--- config.mk ---
export PLATFORM = sky130hd
export DESIGN_NAME = candidate_gen_flat
export DESIGN_NICKNAME = d
export VERILOG_FILES = /design/src/rtl/candidate_gen_if.sv /design/src/rtl/candidate_gen.sv /design/src/flat_wrapper.sv
export SDC_FILE = /design/constraint.sdc
export NUM_CORES = 1
export LEC_CHECK = 0
export BUFFER_PORTS_ARGS = -buffer_cell sky130_fd_sc_hd__buf_2
export CELL_PAD_IN_SITES_DETAIL_PLACEMENT = 0
export CELL_PAD_IN_SITES_GLOBAL_PLACEMENT = 2
export CORE_ASPECT_RATIO = 1.4
export CORE_MARGIN = 2
export CORE_UTILIZATION = 36
export CTS_BUF_LIST = sky130_fd_sc_hd__clkbuf_4
export DETAILED_ROUTE_END_ITERATION = 8
export PLACE_DENSITY = 0.88
export SKIP_CTS_REPAIR_TIMING = 1
export SLEW_MARGIN = 20
export SYNTH_ARGS = -nofsm -noshare
export SYNTH_HDL_FRONTEND = slang
export SYNTH_SLANG_ARGS = --single-unit
--- constraint.sdc ---
create_clock -name clk -period 5.6 [get_ports clk]
set_clock_uncertainty 0.05 [all_clocks]
set_input_delay 0.56 -clock clk [delete_from_list [all_inputs] [get_ports clk]]
set_output_delay 0.56 -clock clk [all_outputs]
set_load 0.02 [all_outputs]
--- src/rtl/candidate_gen_if.sv ---
// Handshake and candidate bus between a candidate generator and its controller.
// The generator side uses the slave modport; the controller/bench uses master.
interface candidate_gen_if;
  logic        start;
  logic        stop;
  logic        stall;
  logic [63:0] message;
  logic [63:0] length;
  logic        valid;
  logic        busy;
  logic        done;
  logic [63:0] count;

  modport master (
    output start, stop, stall,
    input  message, length, valid, busy, done, count
  );

  modport slave (
    input  start, stop, stall,
    output message, length, valid, busy, done, count
  );
endinterface

--- src/rtl/candidate_gen.sv ---
// Brute-force candidate generator: enumerates every string over
// [CHAR_FIRST..CHAR_LAST] of length 1..MAX_CHARS, one per accepted cycle.
module candidate_gen #(
  parameter int unsigned MAX_CHARS  = 8,
  parameter logic [7:0]  CHAR_FIRST = 8'h61,
  parameter logic [7:0]  CHAR_LAST  = 8'h7a
) (
  input  logic             clk,
  input  logic             rst,
  candidate_gen_if.slave   bus
);

  typedef enum logic [1:0] {IDLE = 2'd0, RUN = 2'd1, DONE = 2'd2} state_t;

  localparam logic [3:0] MAX_C = 4'(MAX_CHARS);

  state_t      state, state_next;
  logic [3:0]  chars;
  logic [63:0] message_q, length_q, count_q;
  logic [63:0] odo_next, grown;
  logic        carry;
  logic        accept;

  assign accept = (state == RUN) && !bus.stall && !bus.stop;

  // Odometer: byte 0 is the least significant digit; carry ripples only
  // through the active chars, so bytes above them stay 8'h00.
  always_comb begin
    // NOTE: every comb output gets a default first so no path infers a latch.
    odo_next = message_q;
    carry    = 1'b1;
    for (int unsigned i = 0; i < MAX_CHARS; i++) begin
      if (carry && (4'(i) < chars)) begin
        if (message_q[8*i +: 8] == CHAR_LAST) begin
          odo_next[8*i +: 8] = CHAR_FIRST;
        end else begin
          odo_next[8*i +: 8] = message_q[8*i +: 8] + 8'd1;
          carry              = 1'b0;
        end
      end
    end
    // On full carry all active bytes already wrapped; open one more char.
    grown = odo_next;
    for (int unsigned i = 0; i < MAX_CHARS; i++) begin
      if (4'(i) == chars) grown[8*i +: 8] = CHAR_FIRST;
    end
  end

  // NOTE: reset is synchronous here, so it lives inside the clocked block.
  always_ff @(posedge clk) begin
    // NOTE: state registers use non-blocking assignments only.
    if (rst) state <= IDLE;
    else     state <= state_next;
  end

  always_comb begin
    state_next = state;
    if (bus.stop) begin
      state_next = IDLE;
    end else begin
      unique case (state)
        IDLE, DONE: if (bus.start) state_next = RUN;
        RUN:        if (accept && carry && (chars == MAX_C)) state_next = DONE;
        default:    state_next = IDLE;
      endcase
    end
  end

  always_comb begin
    bus.valid   = (state == RUN);
    bus.busy    = (state == RUN);
    bus.done    = (state == DONE);
    bus.message = message_q;
    bus.length  = length_q;
    bus.count   = count_q;
  end

  always_ff @(posedge clk) begin
    if (rst) begin
      message_q <= '0;
      length_q  <= '0;
      count_q   <= '0;
      chars     <= '0;
    end else if (!bus.stop) begin
      if (state != RUN) begin
        if (bus.start) begin
          message_q <= {56'd0, CHAR_FIRST};
          length_q  <= 64'd8;
          chars     <= 4'd1;
          count_q   <= '0;
        end
      end else if (!bus.stall) begin
        count_q <= count_q + 64'd1;
        if (!carry) begin
          message_q <= odo_next;
        end else if (chars != MAX_C) begin
          message_q <= grown;
          chars     <= chars + 4'd1;
          length_q  <= length_q + 64'd8;
        end
      end
    end
  end

endmodule

--- src/flat_wrapper.sv ---
// flat-port wrapper written by rule: the top's interface ports become plain ports
module candidate_gen_flat 
#(
  parameter int unsigned MAX_CHARS  = 8,
  parameter logic [7:0]  CHAR_FIRST = 8'h61,
  parameter logic [7:0]  CHAR_LAST  = 8'h7a
)
  (clk, rst, bus_start, bus_stop, bus_stall, bus_message, bus_length, bus_valid, bus_busy, bus_done, bus_count);
  candidate_gen_if bus_i ();
  input  logic clk;
  input  logic rst;
  input wire logic [$bits(bus_i.start)-1:0] bus_start;
  input wire logic [$bits(bus_i.stop)-1:0] bus_stop;
  input wire logic [$bits(bus_i.stall)-1:0] bus_stall;
  output wire logic [$bits(bus_i.message)-1:0] bus_message;
  output wire logic [$bits(bus_i.length)-1:0] bus_length;
  output wire logic [$bits(bus_i.valid)-1:0] bus_valid;
  output wire logic [$bits(bus_i.busy)-1:0] bus_busy;
  output wire logic [$bits(bus_i.done)-1:0] bus_done;
  output wire logic [$bits(bus_i.count)-1:0] bus_count;
  assign bus_i.start = bus_start;
  assign bus_i.stop = bus_stop;
  assign bus_i.stall = bus_stall;
  assign bus_message = bus_i.message;
  assign bus_length = bus_i.length;
  assign bus_valid = bus_i.valid;
  assign bus_busy = bus_i.busy;
  assign bus_done = bus_i.done;
  assign bus_count = bus_i.count;
  candidate_gen #(.MAX_CHARS(MAX_CHARS), .CHAR_FIRST(CHAR_FIRST), .CHAR_LAST(CHAR_LAST)) u_core (.clk(clk), .rst(rst), .bus(bus_i));
endmodule
==> impl_metrics.toml <==
[status]
status = "finished, final reports clean"

[sta]
setup_viol = 0
drv_slew = 0
setup_tns_ns = 0
finalCritPeriodShare_pct = 71.0
slew_headroom_pct = 21.3
rsz0062_at_grt = "no"
period_needed_ns = 3.98
worst_slew_pin_slew_ns = 1.18
fmax_mhz = 251
fin_ws_ns = 1.62
finalHoldViolations = 0

[power_and_ir_drop]
peakVddDrop_v = 0.000129
power.leakage_nw = 4.59
power.density_nw_per_um2 = 194
finalPower_mw = 2.43

[route]
ant_nets = 0
drt_iter0_drc = 471
vias = 10700
vias_per_cell = 5.60
dr.pass1.iters = 6
drcViolationCount = 0
detail_route.wl_per_cell_um = 17.9
finalWirelength_um = 34200

[clocking]
ctsHtreeMaxLevel = 4
cts_tree = "built"
clk_path_buf_depth = 2
cts-buffers-inserted = 17
clk_latency_ns = 0.65
cts_root_buf = "clkbuf_4"
clk_pin_slew_ns = 0.16
cts.sinks = 195

[grt]
grt_usage_pct = 21.2
grt_pass1_vias = 9968
overflow = 0
grt_pass1_wl_um = 53700
grt_max_degree = 118
antenna_found_initial = 1

[yosys]
ys_seq_area_share_pct = 35.6
synth_cell_types = 83
synth_area_per_cell_um2 = 8.05
ys_ff_latch = 195
syn_area_um2 = 11000
synthCells = 1360
synth_edf_count = 0
synth_flop_cell = "dfxtp_1"
yosysWarnings = 0
async_flop_share_pct = 0

[die]
die_area_um2 = 31900
io_pins = 200
num_rows = 75
initial_core_util_pct = 36.6
die_w_um = 151
core_um2 = 29900
die_h_um = 210

[layout]
most-common-layout-cells = "buf_2 (196), dfxtp_1 (195), nand2_1 (161), nor2_1 (119), a21oi_1 (76)"
multi_input_area_um2 = 6640
seq_area_um2 = 3900
post-route-util_pct = 41.9
nets = 1543
area_growth_pct = 14.5
drive_gt1_share_pct = 21.0
final_common_cell = "buf_2"
fill_cells = 3127

[job]
drv_cap = 0

[setup_path]
end_kind = "flop"
cp_data_required_time_ns = 6.10
critPathArrivalTime_ns = 4.48
startpoint_type = "flop"
critPathKind = "reg2reg"
cp_max_fo = 16

[place]
dp_hpwl_um = 24500
gp_congestion = 0.851
numPortBuffers = 196
pre_cts_ws_ns = 1.64

[hold_path]
min_path_type = "in2reg"
## area by class of cell
| cell class | instances | share of cell area, % |
|---|---|---|
| multi-input cells | 1059 | 52.9 |
| flip-flops and latches | 195 | 31.1 |
| repair buffers | 203 | 8.50 |
| well taps | 385 | 3.84 |
| clock inverters | 12 | 1.24 |
| inverters | 41 | 1.23 |
| clock buffers | 19 | 1.14 |
| diodes | 1 | 0.0200 |
## report_power, final
group          internal (mW)  switching, mW  leakage (nW)  total (mW)
Sequential              1.39        0.00718          1.57        1.40
Clock                  0.320          0.522         0.161       0.842
Combinational         0.0478          0.139          2.86       0.187
## path summary, 6_finish.rpt
path | start | to | slack [ns] | depth (start not counted)
max | u_core.state[1]$_SDFFE_PP0P_ | u_core.bus.count[50]$_SDFFE_PP0P_ | 1.62 | 8
min | bus_stop | u_core.state[0]$_SDFFE_PP0P_ | 0.11 | 2
max reg2reg | u_core.state[1]$_SDFFE_PP0P_ | u_core.bus.count[50]$_SDFFE_PP0P_ | 1.62 | 8
min reg2reg | u_core.bus.length[35]$_SDFFE_PP0P_ | u_core.bus.length[35]$_SDFFE_PP0P_ | 0.43 | 2
## critical path, stage by stage, from the launching register on
cell       delay [ns]
dfxtp_1          0.34
nand2b_1         0.25
inv_1            0.58
o2111ai_1        0.39
nor4_2           0.79
nand4_1          0.74
nor4_1           0.53
xnor2_1          0.16
nor2_1           0.05
## state kept, by name, summed over array words and instances (netlist names)
register            flops
u_core.bus.count       64
u_core.bus.message     64
u_core.bus.length      61
u_core.chars            4
u_core.state            2
## routing by layer
metal,global-route usage (%),part of all wire (%),up-vias
li1,-,-,5238
met1,25.3,42,5166
met2,37.7,51,267
met3,2.97,4.2,54
met4,8.48,2.7,0
met5,0,0,-
## cells in the mapped netlist (28+ instances only)
| cell type | number | area share, % |
|---|---|---|
| a21oi_1 | 76 | 3.5 |
| clkbuf_1 | 45 | 1.5 |
| dfxtp_1 | 195 | 36 |
| inv_1 | 41 | 1.4 |
| mux2i_1 | 45 | 4.1 |
| nand2_1 | 162 | 5.6 |
| nand3_1 | 69 | 3.2 |
| nand4_1 | 45 | 2.6 |
| nor2_1 | 120 | 4.1 |
| nor3_1 | 38 | 1.7 |
| o21ai_0 | 65 | 3.0 |
| or2_2 | 40 | 2.3 |
| or3_1 | 28 | 1.6 |
| xnor2_1 | 38 | 3.0 |
## logic make-up (layout without fill, tap and decap cells)
| kind of cell | Yosys count | count (layout) | share of synthesized area [%] |
|---|---|---|---|
| other | 1 | 4 | 0.0342 |
| xor gates and xnor gates | 59 | 59 | 4.72 |
| and+or+nand+nor | 682 | 682 | 34.3 |
| AOI/OAI and AO/OA | 248 | 248 | 14.5 |
| buffers and inverters | 108 | 275 | 4.16 |
| muxes | 46 | 46 | 4.22 |
| adders and majority gates | 21 | 21 | 2.40 |
| DFF | 195 | 195 | 35.6 |
## stage by stage
| stage | cells | hold slack [ns] | instance area (µm²) |
|---|---|---|---|
| floorplan | 1362 | 0.430 | 11000 |
| global placement | 1882 | 0.413 | 12200 |
| detailed placement | 1883 | 0.415 | 12200 |
| CTS | 1914 | 0.0584 | 12500 |
| global route | 1915 | 0.0597 | 12500 |
| finish | 1915 | 0.109 | 12500 |
Note: power is estimated with default switching activity, not from simulation.
